[config.mk]
export PLATFORM = sky130hd
export DESIGN_NAME = decode_stage
export DESIGN_NICKNAME = d
export VERILOG_FILES = /design/src/rtl/decode_stage.sv
export SDC_FILE = /design/constraint.sdc
export NUM_CORES = 2
export LEC_CHECK = 0
export CORE_ASPECT_RATIO = 0.9
export CORE_MARGIN = 4
export CORE_UTILIZATION = 25
export DETAILED_ROUTE_END_ITERATION = 10
export GPL_TIMING_DRIVEN = 0
export PLACE_DENSITY_LB_ADDON = 0.1
export SYNTH_ARGS = -nofsm -noshare
export SYNTH_HDL_FRONTEND = slang
export SYNTH_SLANG_ARGS = --single-unit
[constraint.sdc]
create_clock -name clk -period 58.7 [get_ports clk]
set_clock_uncertainty 0.15 [all_clocks]
set_input_delay 14.675 -clock clk [delete_from_list [all_inputs] [get_ports clk]]
set_output_delay 14.675 -clock clk [all_outputs]
set_load 0.05 [all_outputs]
[src/rtl/decode_stage.sv]
// Decode stage: FD pipeline register, 32-entry register file with write-back bypass,
// field/immediate extraction, branch target, load-use hazard detection and perf counters.
module decode_stage #(
  parameter int XLEN  = 32,
  parameter int NREGS = 32,
  parameter int CNT_W = 32
) (
  input  logic             clk,
  input  logic             rst,
  input  logic             f_valid,
  input  logic [31:0]      f_instr,
  input  logic [XLEN-1:0]  f_pc,
  input  logic             x_redirect,
  input  logic             dx_mem_read,
  input  logic [4:0]       dx_rt_addr,
  input  logic             wb_en,
  input  logic [4:0]       wb_addr,
  input  logic [XLEN-1:0]  wb_data,
  input  logic             cnt_clr,
  output logic [31:0]      instr_o,
  output logic [XLEN-1:0]  pc_o,
  output logic [XLEN-1:0]  pc_jmp,
  output logic [4:0]       rs_a,
  output logic [4:0]       rt_a,
  output logic [4:0]       rd_a,
  output logic [XLEN-1:0]  rs_d,
  output logic [XLEN-1:0]  rt_d,
  output logic [XLEN-1:0]  imm,
  output logic             stall,
  output logic             bubble,
  output logic [CNT_W-1:0] stall_count,
  output logic [CNT_W-1:0] flush_count
);

  localparam logic [CNT_W-1:0] CNT_MAX = {CNT_W{1'b1}};

  // FD pipeline register
  logic            valid_q, valid_d;
  logic [31:0]     instr_q, instr_d;
  logic [XLEN-1:0] pc_q, pc_d;

  // Architectural register file
  logic [XLEN-1:0] rf_q [NREGS];
  logic [XLEN-1:0] rf_d [NREGS];

  // Performance counters
  logic [CNT_W-1:0] stall_count_q, stall_count_d;
  logic [CNT_W-1:0] flush_count_q, flush_count_d;

  logic haz;
  logic wb_active;

  // ---------------------------------------------------------------------------
  // Field extraction. The FD instruction is forced to zero whenever the slot is
  // empty, so every derived field reads zero for an invalid FD entry.
  // ---------------------------------------------------------------------------
  always_comb begin
    instr_o = instr_q;
    pc_o    = pc_q;
    rs_a    = instr_q[25:21];
    rt_a    = instr_q[20:16];
    rd_a    = instr_q[15:11];
    imm     = {{(XLEN-16){instr_q[15]}}, instr_q[15:0]};
    pc_jmp  = pc_q + XLEN'(4) + (imm << 2);
  end

  // ---------------------------------------------------------------------------
  // Register reads: combinational, r0 hard-wired to zero, same-cycle bypass of
  // the write-back port so a value written this cycle is visible immediately.
  // ---------------------------------------------------------------------------
  assign wb_active = wb_en && (wb_addr != 5'd0);

  always_comb begin
    rs_d = '0;
    rt_d = '0;
    if (rs_a != 5'd0) begin
      if (wb_active && (wb_addr == rs_a)) begin
        rs_d = wb_data;
      end else begin
        rs_d = rf_q[rs_a];
      end
    end
    if (rt_a != 5'd0) begin
      if (wb_active && (wb_addr == rt_a)) begin
        rt_d = wb_data;
      end else begin
        rt_d = rf_q[rt_a];
      end
    end
  end

  // ---------------------------------------------------------------------------
  // Hazard / control handshake with fetch and DX:
  //   stall=1  -> fetch and the FD register hold their contents this edge.
  //   bubble=1 -> DX loads a NOP instead of the FD instruction this edge.
  // A load in DX whose destination feeds the FD instruction costs one stall
  // cycle; a redirect flushes FD instead, so it kills the stall but keeps the
  // bubble (the wrong-path FD instruction must never reach DX).
  // ---------------------------------------------------------------------------
  always_comb begin
    haz = valid_q && dx_mem_read && (dx_rt_addr != 5'd0) &&
          ((dx_rt_addr == rs_a) || (dx_rt_addr == rt_a));
    stall  = haz && !x_redirect;
    bubble = haz || x_redirect;
  end

  // FD next state: flush beats stall beats normal load.
  always_comb begin
    valid_d = valid_q;
    instr_d = instr_q;
    pc_d    = pc_q;
    if (x_redirect) begin
      valid_d = 1'b0;
      instr_d = '0;
      pc_d    = '0;
    end else if (!stall) begin
      valid_d = f_valid;
      instr_d = f_valid ? f_instr : 32'd0;
      pc_d    = f_pc;
    end
  end

  always_comb begin
    rf_d = rf_q;
    if (wb_active) begin
      rf_d[wb_addr] = wb_data;
    end
  end

  // Counters saturate at all-ones; a clear in the same cycle wins.
  always_comb begin
    stall_count_d = stall_count_q;
    flush_count_d = flush_count_q;
    if (cnt_clr) begin
      stall_count_d = '0;
      flush_count_d = '0;
    end else begin
      if (stall && (stall_count_q != CNT_MAX)) begin
        stall_count_d = stall_count_q + CNT_W'(1);
      end
      if (x_redirect && (flush_count_q != CNT_MAX)) begin
        flush_count_d = flush_count_q + CNT_W'(1);
      end
    end
  end

  assign stall_count = stall_count_q;
  assign flush_count = flush_count_q;

  always_ff @(posedge clk or posedge rst) begin
    if (rst) begin
      valid_q       <= 1'b0;
      instr_q       <= '0;
      pc_q          <= '0;
      stall_count_q <= '0;
      flush_count_q <= '0;
    end else begin
      valid_q       <= valid_d;
      instr_q       <= instr_d;
      pc_q          <= pc_d;
      stall_count_q <= stall_count_d;
      flush_count_q <= flush_count_d;
    end
  end

  always_ff @(posedge clk or posedge rst) begin
    if (rst) begin
      for (int i = 0; i < NREGS; i++) begin
        rf_q[i] <= '0;
      end
    end else begin
      for (int i = 0; i < NREGS; i++) begin
        rf_q[i] <= rf_d[i];
      end
    end
  end

endmodule

* Word level (Yosys, flattened, before mapping)
Cells that the tools add are included.
Operators by class: mux-type cells 24, bitwise operators 3, equal/unequal tests 7, $add $sub $neg 4, reduce and logical (&&, ||, !) cells 19, $lt $le $gt $ge 4
Operators with widths (count):
- $bwmux 1024 | 1
- $mux 32 | 18
- $bmux 32 s5 | 2
- $demux 32 s5 | 1
- $add 32x1->32 const B | 2
- $ne 32x32->1 const B | 2
- $add 32x3->32 const B | 1
- $add 32x32->32 | 1
- $eq 5x5->1 | 4
- $reduce_bool 5->1 | 4
- $ge 6x6->1 const B | 3
- $not 5->6 | 3
- $logic_and 1x1->1 | 10
- $lt 6x1->1 const B | 1
- $reduce_bool 2->1 | 2
- $logic_or 1x1->1 | 2
- $mux 1 | 2
- $ne 2x2->1 const B | 1
- $logic_not 1->1 | 1
Word-level totals: flip-flop bits (word level) 1153, output and inout bits 273

* Logic depth before layout (Yosys ltp)
word-level depth 7, mapped depth 13, depth with buffers taken out 13

* Worst setup path before layout
Ideal clock, no wire load.
path type input to output, start input wb_addr[3], end output rt_d[18], setup slack 25.864 ns, required time 43.875 ns, arrival 18.011 ns, stages on the path 5, path buffers 0, path through or3_1 > o31a_1 > nand2_1 > nor2_1 > a2111oi_0
On the way: longest elaborated chain between the ends 5, elaborated cells between the ends (all ways) 6, those cells by class eq/ne (1); mux (2); reduce/logical (3)
Ends and longest elaborated chain:
- from (decl) | RTL line 17 | input logic [4:0] wb_addr,
- $reduce_bool 5->1 | RTL line 71 | assign wb_active = wb_en && (wb_addr != 5'd0);
- $logic_and 1x1->1 | RTL line 71
- $logic_and 1x1->1 * | RTL line 84 | if (wb_active && (wb_addr == rt_a)) begin
- $mux 32 * | RTL line 84
- $mux 32 * | RTL line 83 | if (rt_a != 5'd0) begin
- to (decl) | RTL line 27 | output logic [XLEN-1:0] rt_d,
Mark *: on every way between the ends. The rest lies on a longest branch, timed or not.

* Final worst setup path
start input wb_addr[1], end output rs_d[28]
On the way: longest elaborated chain between the ends 5, elaborated cells between the ends (all ways) 6, those cells by class eq/ne (1); mux (2); reduce/logical (3)
Ends and longest elaborated chain:
- $reduce_bool 5->1 | RTL line 71
- $logic_and 1x1->1 | RTL line 71
- $logic_and 1x1->1 * | RTL line 77 | if (wb_active && (wb_addr == rs_a)) begin
- $mux 32 * | RTL line 77
- $mux 32 * | RTL line 76 | if (rs_a != 5'd0) begin
- to (decl) | RTL line 26 | output logic [XLEN-1:0] rs_d,
Marks and branches as above.

==> results.md <==
* Status: complete, but fails checks
* Die H at 485 um
* Postcts setup bufs at 0
* CP endpoint kind: output pin
* # resized after CTS at 0
* CTS tree: built
* Total Routing Usage GR at 0.264
* Vias in the first global route at 46,822
* Synth unique cells at 62
* Clock transition at the registers of the reported paths at ~50 ps
* Post-synthesis xor/xnor area fraction at 0.0134
* Grt ovf at 0
* Max Cap Viol at 6
* I/O Pins at 386
* Hpwl dp at 242 mm
* Post-Syn Area at between 0.06 and 0.07 mm^2
* Die ar. at 0.261 mm^2
* Iter 0 DRT Violations at around 5,200
* Sequential share of the synthesized area at 0.457
* Gp weighted congestion at 0.897
* Min-delay worst type: register to register
* Total power at around 2.5 mW
* Post-synthesis register bit count at 1,153
* Final Slew Violations at 55
* DR vias at about 47,000
* Worst Slack Setup Final at 23,930 ps
* Clk root buf: clkbuf_16
* H-tree levels at 4
* Syn. warnings at 0
* Max Root-Sink Buffers at 4
* CP startpoint kind: primary input
* Synth area leaders: dfrtp_1 (46%), mux4_2 (18%), mux2_2 (17%)
* Die width at 538 um
* Final core utilization at 0.309
* Router iterations before antenna repair at 7
* Synth Area per Inst at roughly 14 um^2
* Post-route minimum period at around 35,000 ps
* Largest family of logic cells by synthesized area: multiplexers
* Synth top cells by count: dfrtp_1 (1,153), mux2_2 (958), mux4_2 (507), clkbuf_1 (291), nand2_1 (194)
* Power per cell area at approximately 33 mW/mm^2
* Critical path peak fanout at 10
* Max Fclk at 28.8 MHz
* Pin count of the biggest net entering global routing at 113
* Layout cells sized above 1 at 0.387
* CORE AREA at 0.251 mm^2
* Post-synth top area cell: dfrtp_1
* Number of flops mapped to enable cells by yosys at 0
* Synth Area in Simple Gates at 0.0461
* Share of the synthesized area in the top cell type at 0.457
* Slew margin rel. at -0.0435
* FP Rows at approximately 170
* DRC viols at 0
* Antenna violations before repair at 35
* Peak supply drop at between 0.015 and 0.02 mV
* Total Routed Length at roughly 350 mm
* Antenna-violating nets left at 0
* Asr flop ratio synth at 1.00
* Nets@finish at 5,348
* CP Class: primary input to output pin
* Initial Utilization at 0.252
* First-pass GRT wire length at ~460 mm
* Placed Cells incl. Taps at 8,357
* Worst-Margin Slew at between 1500 and 2000 ps
* Most common cell in the netlist: dfrtp_1
* Final setup viols at 0
* WL/cell at between 40 and 50 um
* Final hold vios at 0
* Port bufs at between 300 and 400
* RSZ-0062 raised after global routing: false
* Hold_buf cts at 0
* Adder and majority gate portion of the synthesized area at 0.0120
* Vias per cell at 5.50
* Mapped Cells at about 4,600
* Dpl ws at roughly 24,000 ps
* Worst Path Arrival at 19,950 ps
* Crit path required time at around 44,000 ps
* Fin crit share at 0.592
* Post-route insts no fill at 8,635
* Insertion delay to the later sink of the worst-skew pair at around 800 ps
* Top FF cell, synth: dfrtp_1
* TritonCTS Buffers at 157
* Compound-gate portion of the synthesized area at 0.0506
* Synthesis-to-finish area growth at 22.5%
* Violated checks: max-capacitance violations, max-slew violations
* Mux contribution to synthesized area at 0.381
* Syn nets at 4,758
* Leakage at 32.1 nW
* CTS Sinks at between 1,000 and 1,500
## path summary, 6_finish.rpt
kind                                   from           to  slack, ps  cells past startpoint
worst max-delay path             wb_addr[1]     rs_d[28]      23930                     10
worst min-delay path             rf_q[1022]   rf_q[1022]        330                      1
worst max register to register  instr_o[25]  instr_o[25]      53750                      5
worst min register to register   rf_q[1022]   rf_q[1022]        330                      1
max in group asynchronous               rst    rf_q[587]      41650                      6
min in group asynchronous               rst  instr_o[20]      14130                      2
## sequential cells by signal, indices dropped and copies added, names as in the netlist
signal	cells
stall_count	32
rf_q	1024
instr_o	32
valid_q	1
flush_count	32
pc_o	32
## stage by stage
step,TNS [ps],cell area [um^2],hold WS (ps)
after floorplan,0,63200,291
after global placement,-8094920,71200,309
after detailed placement,0,72400,314
after CTS,0,77300,332
after global routing,0,77400,348
final,0,77400,326
## metal layers
layer  part of all wire  wire (um)  vias up  global-route usage
met5            0.00039        137        -                   0
met1               0.43     150000    25987               0.356
met3              0.092      32400      571              0.0785
li1                   -          -    18602                   -
met4              0.044      15500       20               0.100
met2               0.44     155000     2313               0.399
## layout by cell type, fill, tap and decap left out, types with 83 or more instances in the layout
cell / n
a21oi_1: 124
nand2_1: 194
o21ai_0: 116
mux2i_1: 189
clkbuf_16: 160
mux4_2: 507
dfrtp_1: 1152
clkdlybuf4s50_1: 384
nor2_1: 133
buf_2: 124
clkbuf_1: 248
clkbuf_2: 83
mux2_2: 958
## area by class of cell
| cell class | instances | area (um^2) |
|---|---|---|
| fill | 25046 | 173000 |
| multi-input combinational | 2888 | 31900 |
| sequential | 1153 | 28900 |
| timing repair buffer | 431 | 4900 |
| clock buffer | 233 | 4610 |
| tap | 3344 | 4180 |
| buffer | 517 | 2530 |
| clock inverter | 27 | 319 |
| inverter | 27 | 109 |
| antenna | 15 | 37.5 |
## worst max-delay path, stage by stage
cell and delay [ps]:
clkdlybuf4s50_1 760, clkbuf_1 440, xor2_1 140, nor4_1 660
nand2_1 210, nor2_1 220, clkbuf_1 890, nor2_1 110
nor3_1 870, clkdlybuf4s50_1 970
## kinds of logic (layout without fill, tap and decap cells)
family	Yosys count	count (layout)
muxes	1654	1654
DFF	1153	1153
and+or+nand+nor	585	585
buffers and inverters	544	1235
AOI/OAI and AO/OA	492	492
xor gates and xnor gates	97	97
adders and majority gates	60	60
other	0	15
## where the power goes
part	total [mW]	switching, mW	internal (mW)
logic	0.533	0.268	0.265
registers	1.04	0.106	0.932
clock network	0.962	0.396	0.565
total	2.53	0.770	1.76
Power figures use the tool's default switching activity.
